### src/rtl/spi_tx_arbiter.sv
// Round-robin arbiter sharing one spi_generator between NUM_REQ requesters.
// Frames each word with an active-low chip select with setup, hold and gap timing.
module spi_tx_arbiter #(
   parameter int unsigned NUM_REQ    = 4,
   parameter int unsigned DATA_WIDTH = 16,
   parameter int unsigned CS_SETUP   = 2,
   parameter int unsigned CS_HOLD    = 2,
   parameter int unsigned GAP_CYCLES = 4
) (
   input  logic                          clk,
   input  logic                          rst_n,
   input  logic [NUM_REQ-1:0]            req,
   input  logic [NUM_REQ*DATA_WIDTH-1:0] req_data,
   output logic [NUM_REQ-1:0]            grant,
   output logic [NUM_REQ-1:0]            done,
   output logic [DATA_WIDTH-1:0]         spi_data,
   output logic                          spi_strobe,
   input  logic                          spi_busy,
   output logic                          spi_cs_n,
   output logic                          active,
   output logic [$clog2(NUM_REQ)-1:0]    active_id
);

   localparam int unsigned IdW    = $clog2(NUM_REQ);
   localparam int unsigned MaxSh  = (CS_SETUP > CS_HOLD) ? CS_SETUP : CS_HOLD;
   localparam int unsigned MaxCnt = (MaxSh > GAP_CYCLES) ? MaxSh : GAP_CYCLES;
   localparam int unsigned CntW   = $clog2(MaxCnt + 1);

   typedef enum logic [2:0] {
      StIdle,
      StSetup,
      StStart,
      StWaitBusy,
      StShift,
      StHold,
      StGap
   } state_e;

   state_e                state_q, state_d;
   logic [CntW-1:0]       cnt_q, cnt_d;
   logic [IdW-1:0]        ptr_q, ptr_d;
   logic [NUM_REQ-1:0]    grant_q, grant_d;
   logic [NUM_REQ-1:0]    done_q, done_d;
   logic [DATA_WIDTH-1:0] spi_data_q, spi_data_d;
   logic                  strobe_q, strobe_d;
   logic                  cs_n_q, cs_n_d;
   logic                  active_q, active_d;
   logic [IdW-1:0]        active_id_q, active_id_d;

   logic                  sel_found;
   logic [IdW-1:0]        sel_idx;

   // Search starts just after the last owner, so it gets lowest priority.
   always_comb begin : arb
      int unsigned cand;
      sel_found = 1'b0;
      sel_idx   = '0;
      cand      = 0;
      for (int unsigned i = 1; i <= NUM_REQ; i++) begin
         cand = (int'(ptr_q) + i) % NUM_REQ;
         if (!sel_found && req[cand]) begin
            sel_found = 1'b1;
            sel_idx   = IdW'(cand);
         end
      end
   end

   always_comb begin
      state_d     = state_q;
      cnt_d       = (cnt_q != '0) ? cnt_q - 1'b1 : '0;
      ptr_d       = ptr_q;
      grant_d     = '0;
      done_d      = '0;
      spi_data_d  = spi_data_q;
      strobe_d    = 1'b0;
      cs_n_d      = cs_n_q;
      active_id_d = active_id_q;

      unique case (state_q)
         StIdle: begin
            if (sel_found) begin
               state_d          = StSetup;
               grant_d[sel_idx] = 1'b1;
               spi_data_d       = req_data[sel_idx*DATA_WIDTH +: DATA_WIDTH];
               active_id_d      = sel_idx;
               ptr_d            = sel_idx;
               cs_n_d           = 1'b0;
               cnt_d            = CntW'(CS_SETUP - 1);
            end
         end
         StSetup: begin
            if (cnt_q == '0) begin
               state_d  = StStart;
               strobe_d = 1'b1;
            end
         end
         StStart: state_d = StWaitBusy;
         StWaitBusy: begin
            if (spi_busy) state_d = StShift;
         end
         StShift: begin
            if (!spi_busy) begin
               state_d = StHold;
               cnt_d   = CntW'(CS_HOLD - 1);
            end
         end
         StHold: begin
            if (cnt_q == '0) begin
               state_d = StGap;
               cs_n_d  = 1'b1;
               cnt_d   = CntW'(GAP_CYCLES - 1);
            end
         end
         StGap: begin
            if (cnt_q == '0) state_d = StIdle;
         end
         default: state_d = StIdle;
      endcase

      // done is registered, so raise it on entry to the final HOLD cycle.
      if (state_d == StHold && cnt_d == '0) done_d[active_id_q] = 1'b1;

      active_d = (state_d != StIdle);
   end

   always_ff @(posedge clk or negedge rst_n) begin
      if (!rst_n) begin
         state_q     <= StIdle;
         cnt_q       <= '0;
         ptr_q       <= IdW'(NUM_REQ - 1);
         grant_q     <= '0;
         done_q      <= '0;
         spi_data_q  <= '0;
         strobe_q    <= 1'b0;
         cs_n_q      <= 1'b1;
         active_q    <= 1'b0;
         active_id_q <= '0;
      end else begin
         state_q     <= state_d;
         cnt_q       <= cnt_d;
         ptr_q       <= ptr_d;
         grant_q     <= grant_d;
         done_q      <= done_d;
         spi_data_q  <= spi_data_d;
         strobe_q    <= strobe_d;
         cs_n_q      <= cs_n_d;
         active_q    <= active_d;
         active_id_q <= active_id_d;
      end
   end

   assign grant      = grant_q;
   assign done       = done_q;
   assign spi_data   = spi_data_q;
   assign spi_strobe = strobe_q;
   assign spi_cs_n   = cs_n_q;
   assign active     = active_q;
   assign active_id  = active_id_q;

endmodule

### config.mk
export PLATFORM = sky130hd
export DESIGN_NAME = spi_tx_arbiter
export DESIGN_NICKNAME = d
export VERILOG_FILES = /design/src/rtl/spi_tx_arbiter.sv
export SDC_FILE = /design/constraint.sdc
export NUM_CORES = 1
export LEC_CHECK = 0
export CAP_MARGIN = 20
export CORE_ASPECT_RATIO = 1.75
export CORE_MARGIN = 2
export CORE_UTILIZATION = 45
export DETAILED_ROUTE_END_ITERATION = 8
export PLACE_DENSITY = 0.95
export SLEW_MARGIN = 10
export SYNTH_ARGS = -nofsm -noshare
export SYNTH_HDL_FRONTEND = slang
export SYNTH_SLANG_ARGS = --single-unit
### constraint.sdc
create_clock -name clk -period 2.6 [get_ports clk]
set_input_delay 0.78 -clock clk [delete_from_list [all_inputs] [get_ports clk]]
set_output_delay 0.78 -clock clk [all_outputs]
set_load 0.02 [all_outputs]
After elaboration in Yosys (flattened, before gate mapping)
Cells that the tools add are included.
- register bits: 37
- input port bits: 71
- output and inout port bits: 29
- word-level logic and storage cells: 90
- $add $sub $neg: 5
- magnitude comparators: 8
- equal/unequal tests: 9
- shifts and indexed selects: 1
- mux-type cells: 40
- reduce and logical (&&, ||, !) cells: 17
- operator list (cell ; count):
    64-bit by 7-bit variable part select with 16-bit output ; 1
    3-bit two-way mux ; 10
    3-bit one-hot mux with 7 select lines ; 1
    2-bit by 3-bit less-than comparator with 1-bit output, second input constant ; 6
    1-bit two-way mux ; 14
    3-bit equality test, second input constant ; 4
    4-bit two-way mux ; 3
    3-bit zero test ; 3
    3-bit one-hot mux with 3 select lines ; 1
    1-bit binary-select mux with 2-bit select ; 4
    2-bit two-way mux ; 4
    3-bit by 2-bit equality test with 1-bit output, second input constant ; 2
    1-bit logical AND ; 6
    3-bit nonzero test ; 2
    2-bit by 1-bit adder with 2-bit output, second input constant ; 2
    2-bit adder, second input constant ; 2
    1-bit demux with 2-bit select ; 2
    2-bit by 1-bit >= comparator with 1-bit output, second input constant ; 2
    2-bit != test, second input constant ; 2
    3-bit by 1-bit equality test with 1-bit output, second input constant ; 1
    1-bit zero test ; 3
    3-bit AND reduction ; 1
    3-bit by 1-bit subtractor with 3-bit output, second input constant ; 1
    1-bit one-hot mux with 2 select lines ; 1
    other kinds (2) ; 2

Depth between registers and ports, before layout
Gate-level depths: netlist of the first run.
- depth after elaboration: 19
- gate-level depth with buffers: 7
- depth with buffers taken out: 5

Worst setup path before layout of the first run
OpenSTA, ideal clock, no wires.
- path type: input to register
- start point: in req[1]
- end point: reg spi_data_q[11] (netlist: spi_data[11])
- setup time: 0.136 ns
- arrival time: 1.937 ns
- data required time: 2.464 ns
- slack: 0.527 ns
- stages: 7
- path buffers: 3
- cells stage by stage: or3b_1 > buf_2 > and3_1 > buf_6 > buf_6 > a211oi_2 > a211oi_2
- longest elaborated chain between the ends: 13
- elaborated cells between the ends (all ways): 24
- classes of those cells: shift (1); mux (16); reduce/logical (7)
- ends and longest elaborated chain (element ; RTL line ; text):
    start: declaration ; 12 ; input logic [NUM_REQ-1:0] req,
    1-bit binary-select mux with 2-bit select ; 61 ; if (!sel_found && req[cand]) begin
    1-bit two-way mux (not written as such) ; 61 ;
    1-bit two-way mux ; 61 ;
    1-bit zero test ; 61 ;
    1-bit logical AND ; 61 ;
    1-bit two-way mux ; 61 ;
    1-bit zero test ; 61 ;
    1-bit logical AND ; 61 ;
    1-bit two-way mux ; 61 ;
    1-bit zero test ; 61 ;
    1-bit logical AND ; 61 ;
    2-bit two-way mux or 1-bit two-way mux (tied branches) ; 61 ;
    64-bit by 7-bit variable part select with 16-bit output or 2-bit AND reduction (tied branches) ; - ;
    end signal: assignment ; 144 ; spi_data_q <= spi_data_d;
    end: declaration ; 44 ; logic [DATA_WIDTH-1:0] spi_data_q, spi_data_d;
Several ways; a longest one is shown, not always the timed one. The select of a mux whose other input is x is not followed.
A chain may end at the register's enable or synchronous reset.

Worst setup path after layout of the first run
- start point: in req[1]
- end point: reg spi_data_q[7] (netlist: spi_data[7])
Same word-level chain as after synthesis.

==> flow_summary_export.csv, run 1 <==
group,metric,value,unit
run_status,status,"finished, final reports clean",
run,cap_violations,0,
detailed_routing,wl_met1,2354,um
worst_setup_path,path_class,"in -> reg",
final_layout,stdcell_area,3400,sq um
detailed_routing,drc,0,
cts,cts_setup_buffers,0,
floorplanning,die_h,96.41,um
placed_design,dp_cells,377,
sta,worstMarginPinSlew,0.8145,ns
worst_setup_path,worstSetupStartpointType,"primary input",
synth,synth_nets,293,
sta,skew,0.01061,ns
synth,ys_types,39,
pwr,p_seq_frac,0.299,
detailed_routing,avgViaCountPerCell,5.784,
synth,yosysWarnings,0,
detailed_routing,drtAntennaViolNets,0,
floorplanning,coreArea,4707,sq um
detailed_routing,drt-total-wl,6831,um
sta,period_needed,2.428,ns
final_layout,fillers,350,
global_route,grt_pass1_vias,2355,
cts,clockBufferDepth,2,
final_layout,area_growth,54.81,%
worst_setup_path,cp_max_fo,12,
cts,clock_latency,0.29,ns
sta,fin_crit_sh,0.9337,
final_layout,postLayoutCoreUtil,0.7222,
final_layout,insertedDiodeCount,0,
cts,tritoncts,"yes",
cts,cts-root-buf,"clkbuf_8",
synth,netlist_area,2196,sq um
worst_setup_path,end_kind,"flop",
sta,relSlewSlack,0.4570,
synth,synth_flop_cell,"dfrtp_1",
placed_design,hpwl,5175,um
pwr,clkPwrFrac,0.125,
detailed_routing,dr_wl_met3,268,um
global_route,grt_max_degree,38,
cts,cts.sinks,37,
pwr,p_sw,1419,uW
cts,h-tree-depth,2,
floorplanning,die_x,56.81,um
pwr,swShare,0.4211,
detailed_routing,top_layer_used,"met4",
placed_design,placement.io_buffers,99,
pwr,combPwrFrac,0.576,
synth,async_flop_share,1.000,
cts,cts_inserted_buffers,5,
pwr,total_power,3370,uW
pwr,powerDensity,991.4,nW/um^2
floorplanning,initial_utilization,0.4665,
synth,synthCells,222,
detailed_routing,vias,2227,
global_route,grt_overflow_total,0,
global_route,grt_use_total,0.2514,
detailed_routing,met2_length,3977,um
floorplanning,rows,33,
worst_setup_path,required,2.76,ns
worst_hold_path,hp-class,"reg -> reg",
placed_design,place_congestion,0.8388,
pwr,p_int,1951,uW
global_route,antenna_found_initial,0,
pwr,p_leak,0.001443,uW
final_layout,nets,403,
pwr,vdd_drop_max,0.6899,mV
cts,cts.repair.resized,0,
final_layout,drive_gt1_frac,0.1652,
sta,finalSetupViolCount,0,
sta,fmax,0.4119,GHz
synth,synth-edff-count,0,
worst_setup_path,r2r.worst_path.cells,6,
cts,cts_hold_buf,0,
sta,drv_slew,0,
cts,clk_pin_slew_worst_paths,0.07,ns
placed_design,dpl_cell_area,3309,sq um
floorplanning,die-area,5477,sq um
worst_setup_path,arrival,2.59,ns
detailed_routing,first_pass_iters,4,
sta,hold_viol,0,
worst_hold_path,holdPathStages,2,
detailed_routing,drtIter0Drc,53,
sta,grt_setup_unrepaired,"false",
detailed_routing,wl_per_cell,17.74,um
global_route,grt_pass1_wl,10380,um
synth,synth_area_per_cell,9.891,sq um
synth,ys_seq_area_frac,0.4234,
sta,fin_hold_ws,0.5042,ns
final_layout,stdcell_count,385,
floorplanning,ios,100,
synth,ys_ff_latch,37,
==> layout by cell type, fill, tap and decap left out, types with 2 or more instances in the layout <==
master	instances
a211oi_1	3
a211oi_2	17
a21o_1	3
a21oi_1	5
a221oi_1	12
a31oi_1	10
and3_1	14
buf_4	21
clkbuf_1	2
clkbuf_8	6
clkdlybuf4s50_1	98
dfrtp_1	34
dfstp_2	3
inv_1	13
mux2i_1	11
nand2_1	12
nand3_1	3
nor2_1	21
nor2b_1	2
nor3_1	8
nor3b_1	3
o21a_1	3
o21ai_0	6
o21bai_1	2
o31ai_1	6
==> layer usage <==
layer / vias to the layer above / GRT usage
li1: 1042 / -
met1: 1089 / 0.2434
met2: 80 / 0.5000
met3: 16 / 0.03728
met4: 0 / 0.1318
met5: - / 0
==> registers in the layout, summed over array words and instances (netlist names) <==
signal / flops
grant: 4
cnt_q: 3
state_q: 3
active_id: 2
spi_cs_n: 1
spi_data: 16
done: 4
active: 1
spi_strobe: 1
ptr_q: 2
==> power by group through the flow <==
| stage | registers, uW | logic, uW | clock network, uW |
|---|---|---|---|
| after floorplan | 1150 | 1020 | 0 |
| after global routing | 1040 | 2070 | 447 |
| final | 1010 | 1940 | 423 |
| after CTS | 1010 | 1940 | 425 |
| after global placement | 1000 | 1840 | 0 |
| after detailed placement | 1010 | 1920 | 0 |
==> cells in the mapped netlist, drive strengths merged (5+ instances only) <==
| master | n | share of area |
|---|---|---|
| and3 | 15 | 0.045 |
| nand2 | 12 | 0.021 |
| dfrtp | 34 | 0.39 |
| a31oi | 10 | 0.028 |
| o31ai | 6 | 0.021 |
| nand3 | 5 | 0.019 |
| a211oi | 20 | 0.11 |
| mux2i | 11 | 0.050 |
| nor2 | 22 | 0.041 |
| buf | 9 | 0.037 |
| inv | 13 | 0.022 |
| o21ai | 7 | 0.018 |
| a221oi | 12 | 0.048 |
| a21oi | 5 | 0.011 |
| clkbuf | 9 | 0.015 |
| nor3 | 8 | 0.018 |
==> layout make-up <==
type | instances | area (sq um) | area share
multi-input cells | 154 | 1102 | 0.3243
inverters | 13 | 48.80 | 0.01435
well taps | 52 | 65.06 | 0.01914
flip-flops and latches | 37 | 929.6 | 0.2735
clock buffers | 8 | 90.09 | 0.02650
repair buffers | 121 | 1164 | 0.3423
==> metrics by stage <==
step	worst slack [ns]	setup TNS, ns
3_3_place_gp	0.005402	0
2_1_floorplan	0.5268	0
5_1_grt	0.08403	0
4_1_cts	0.1729	0
3_5_place_dp	-0.1110	-1.095
6_report	0.1724	0
==> path summary, 6_finish.rpt <==
kind	endpoint	slack, ns	from
max	spi_data[7]	0.17	req[1]
min	spi_data[10]	0.50	spi_data[10]
max reg2reg	spi_data[6]	0.72	ptr_q[1]
min reg2reg	spi_data[10]	0.50	spi_data[10]
max in group asynchronous	done[1]	1.50	rst_n
min in group asynchronous	grant[2]	0.58	rst_n
==> kinds of logic (layout without fill, tap and decap cells) <==
logic type	after synthesis	after routing	share of synthesized area
and+or+nand+nor	71	71	0.1755
AOI/OAI and AO/OA	72	72	0.2763
muxes	11	11	0.05014
buffers and inverters	31	142	0.07465
DFF	37	37	0.4234
==> worst max-delay path, cell delays in order <==
cell and delay (ns):
clkdlybuf4s50_1 0.54, or2b_1 0.26, a21o_1 0.22, buf_4 0.18
and3_1 0.19, a221oi_1 0.28, o31ai_1 0.13
Power figures use the tool's default switching activity.
==> run 2: changes to the inputs <==
--- a/config.mk
+++ b/config.mk
@@ -9,6 +9,7 @@
 export CORE_ASPECT_RATIO = 1.75
 export CORE_MARGIN = 2
 export CORE_UTILIZATION = 45
+export CTS_CLUSTER_DIAMETER = 120
 export DETAILED_ROUTE_END_ITERATION = 8
 export PLACE_DENSITY = 0.95
 export SLEW_MARGIN = 10
==> results of run 2 <==
Same layout as run 1: the final DEF is identical, and so are final timing and power.
==> run 3: changes to the inputs <==
--- a/config.mk
+++ b/config.mk
@@ -8,10 +8,10 @@
 export CAP_MARGIN = 20
 export CORE_ASPECT_RATIO = 1.75
 export CORE_MARGIN = 2
-export CORE_UTILIZATION = 45
+export CORE_UTILIZATION = 38
 export CTS_CLUSTER_DIAMETER = 120
 export DETAILED_ROUTE_END_ITERATION = 8
-export PLACE_DENSITY = 0.95
+export PLACE_DENSITY = 0.86
 export SLEW_MARGIN = 10
 export SYNTH_ARGS = -nofsm -noshare
 export SYNTH_HDL_FRONTEND = slang
==> constraint.sdc (replaced) <==
create_clock -name clk -period 2.15 [get_ports clk]
set_input_delay 0.645 -clock clk [delete_from_list [all_inputs] [get_ports clk]]
set_output_delay 0.645 -clock clk [all_outputs]
set_load 0.02 [all_outputs]
==> run 3 against run 2 <==
Compared with the run above:
- cell area is 5.4% higher
- clock skew hardly changed
- non-clock buffer count rose by 2
- worst hold slack worse by 0.22 ns
- routed wire length is 1.3% higher
- critical path depth up 1
- global-route usage fell by 4.0 points
- combinational power up 30%
- count of clock-buffer cells in the layout stayed put
- largest power group unchanged
- highest routed layer unchanged
==> flow_summary_export.csv, run 3 (synthesis gave the netlist of run 1 again) <==
group,metric,value,unit
run_status,status,"finished, final reports clean",
detailed_routing,drtAntennaViolNets,0,
floorplanning,die_h,104.6,um
detailed_routing,drt-total-wl,6918,um
floorplanning,rows,36,
sta,fmax,0.4698,GHz
worst_setup_path,r2r_slack,0.27,ns
floorplanning,die_x,61.47,um
final_layout,insertedDiodeCount,0,
final_layout,drive_gt1_frac,0.2143,
detailed_routing,first_pass_iters,4,
placed_design,hpwl,5147,um
detailed_routing,drc,0,
cts,cts_inserted_buffers,5,
global_route,grt_pass1_wl,10370,um
cts,cts.sinks,37,
detailed_routing,avgViaCountPerCell,5.456,
sta,fin_crit_sh,0.9900,
pwr,powerDensity,1183,nW/um^2
pwr,total_power,4240,uW
floorplanning,coreArea,5585,sq um
worst_setup_path,cp_slowest_stage_delay,0.42,ns
global_route,grt_overflow_total,0,
final_layout,stdcell_count,412,
worst_setup_path,path_class,"in -> reg",
cts,cts-root-buf,"clkbuf_8",
worst_setup_path,cp.buffers_inverters,3,
detailed_routing,wl_per_cell,16.79,um
placed_design,placement.io_buffers,99,
cts,clk_pin_slew_worst_paths,0.08,ns
final_layout,nets,406,
detailed_routing,vias,2248,
floorplanning,initial_utilization,0.3931,
cts,clockBufferDepth,2,
sta,period_needed,2.129,ns
worst_setup_path,path_cells,"clkdlybuf4s50_1, buf_4, mux2i_2, a2bb2oi_2, buf_4, nand3_2, a211oi_2, a211oi_2",
sta,finalSetupViolCount,0,
worst_setup_path,cp_slowest_cell,"clkdlybuf4s50_1",
global_route,grt_use_total,0.2118,
worst_hold_path,hp-class,"in -> async",
cts,h-tree-depth,2,
cts,cts_hold_buf,0,
worst_setup_path,worstReg2RegStart,"ptr_q[1]",
sta,setup_ws,0.02140,ns
global_route,antenna_found_initial,0,
worst_setup_path,cp_max_fo,6,
final_layout,largest_register_ffs,16,
sta,relSlewSlack,0.6149,
sta,hold_viol,0,
worst_setup_path,r2r_end,"spi_data[0]",
worst_setup_path,r2r.worst_path.cells,6,
sta,skew,0.01068,ns
worst_setup_path,worstSetupStartpointType,"primary input",
global_route,grt_max_degree,23,
placed_design,dp_worst_setup_slack,-0.4295,ns
worst_setup_path,arrival,2.28,ns
worst_setup_path,crit_path_start,"req[3]",
sta,worstMarginPinSlew,0.5762,ns
worst_setup_path,end_kind,"flop",
sta,drv_slew,0,
global_route,grt_pass1_vias,2301,
run,cap_violations,0,
sta,fin_setup_tns,0,ns
final_layout,mostFrequentLayoutCells,"clkdlybuf4s50_1 (96), dfrtp_1 (34), nor2_1 (21)",
placed_design,dp_cells,403,
placed_design,place_congestion,0.8293,
cts,clock_latency,0.28,ns
final_layout,area_growth,63.25,%
detailed_routing,drtIter0Drc,92,
cts,cts_setup_buffers,0,
worst_setup_path,required,2.30,ns
pwr,p_leak,0.001493,uW
cts,tritoncts,"yes",
worst_setup_path,cp.depth,8,
worst_setup_path,cp_top_family,"buffers and inverters",
floorplanning,die-area,6427,sq um
floorplanning,ios,100,
pwr,vdd_drop_max,0.7348,mV
final_layout,mostFrequentLayoutCell,"clkdlybuf4s50_1",
-- run 3: worst reg2reg max path, delay by kind of cell (launching register included) --
kind                   cells  cell delay (ns)
AO/OA/AOI/OAI              3             0.53
buffers and inverters      1             0.17
flip-flops                 1             0.61
multiplexers               1             0.24
AND/OR/NAND/NOR            1             0.21
-- run 3: cell type report --
cell class              instances  area [sq um]
inverters                      13         48.80
multi-input cells             155          1207
clock buffers                   8         90.09
repair buffers                123          1214
well taps                      76         95.09
flip-flops and latches         37         929.6
fillers                       451          2001
-- run 3: routing by layer --
layer | global-route usage | share of wire
met5 | 0 | 0
met4 | 0.08359 | 0.031
met3 | 0.03342 | 0.049
met2 | 0.3944 | 0.58
met1 | 0.2201 | 0.34
-- run 3: worst max-delay path by stage --
| stage | end | slack [ns] |
|---|---|---|
| finish | spi_data[0] | 0.02 |
| global route | spi_data[10] | -0.03 |
| CTS | spi_data[1] | 0.002 |
| detailed placement | spi_data[5] | -0.43 |
| global placement | spi_data[5] | -0.39 |
| floorplan | spi_data[11] | 0.21 |
-- run 3: report_power, final --
part	internal [uW]	total [uW]	switching [uW]
Combinational	1220	2530	1310
Clock	262	495	234
Sequential	984	1220	233
-- run 3: timing repair --
action                                  CTS  global route
pin swaps                                 0             7
endpoints found under the setup margin   19            16
gates resized for setup                   4            20
gates cloned                              0             2
-- run 3: per-stage QoR --
step           utilization  hold slack [ns]  instance area, sq um
4_1_cts             0.6203           0.2853                  3465
2_1_floorplan            -           0.3494                  2196
3_3_place_gp        0.6028           0.4597                  3367
6_report            0.6418           0.2849                  3585
3_5_place_dp        0.6028           0.4650                  3367
5_1_grt             0.6418           0.3047                  3585
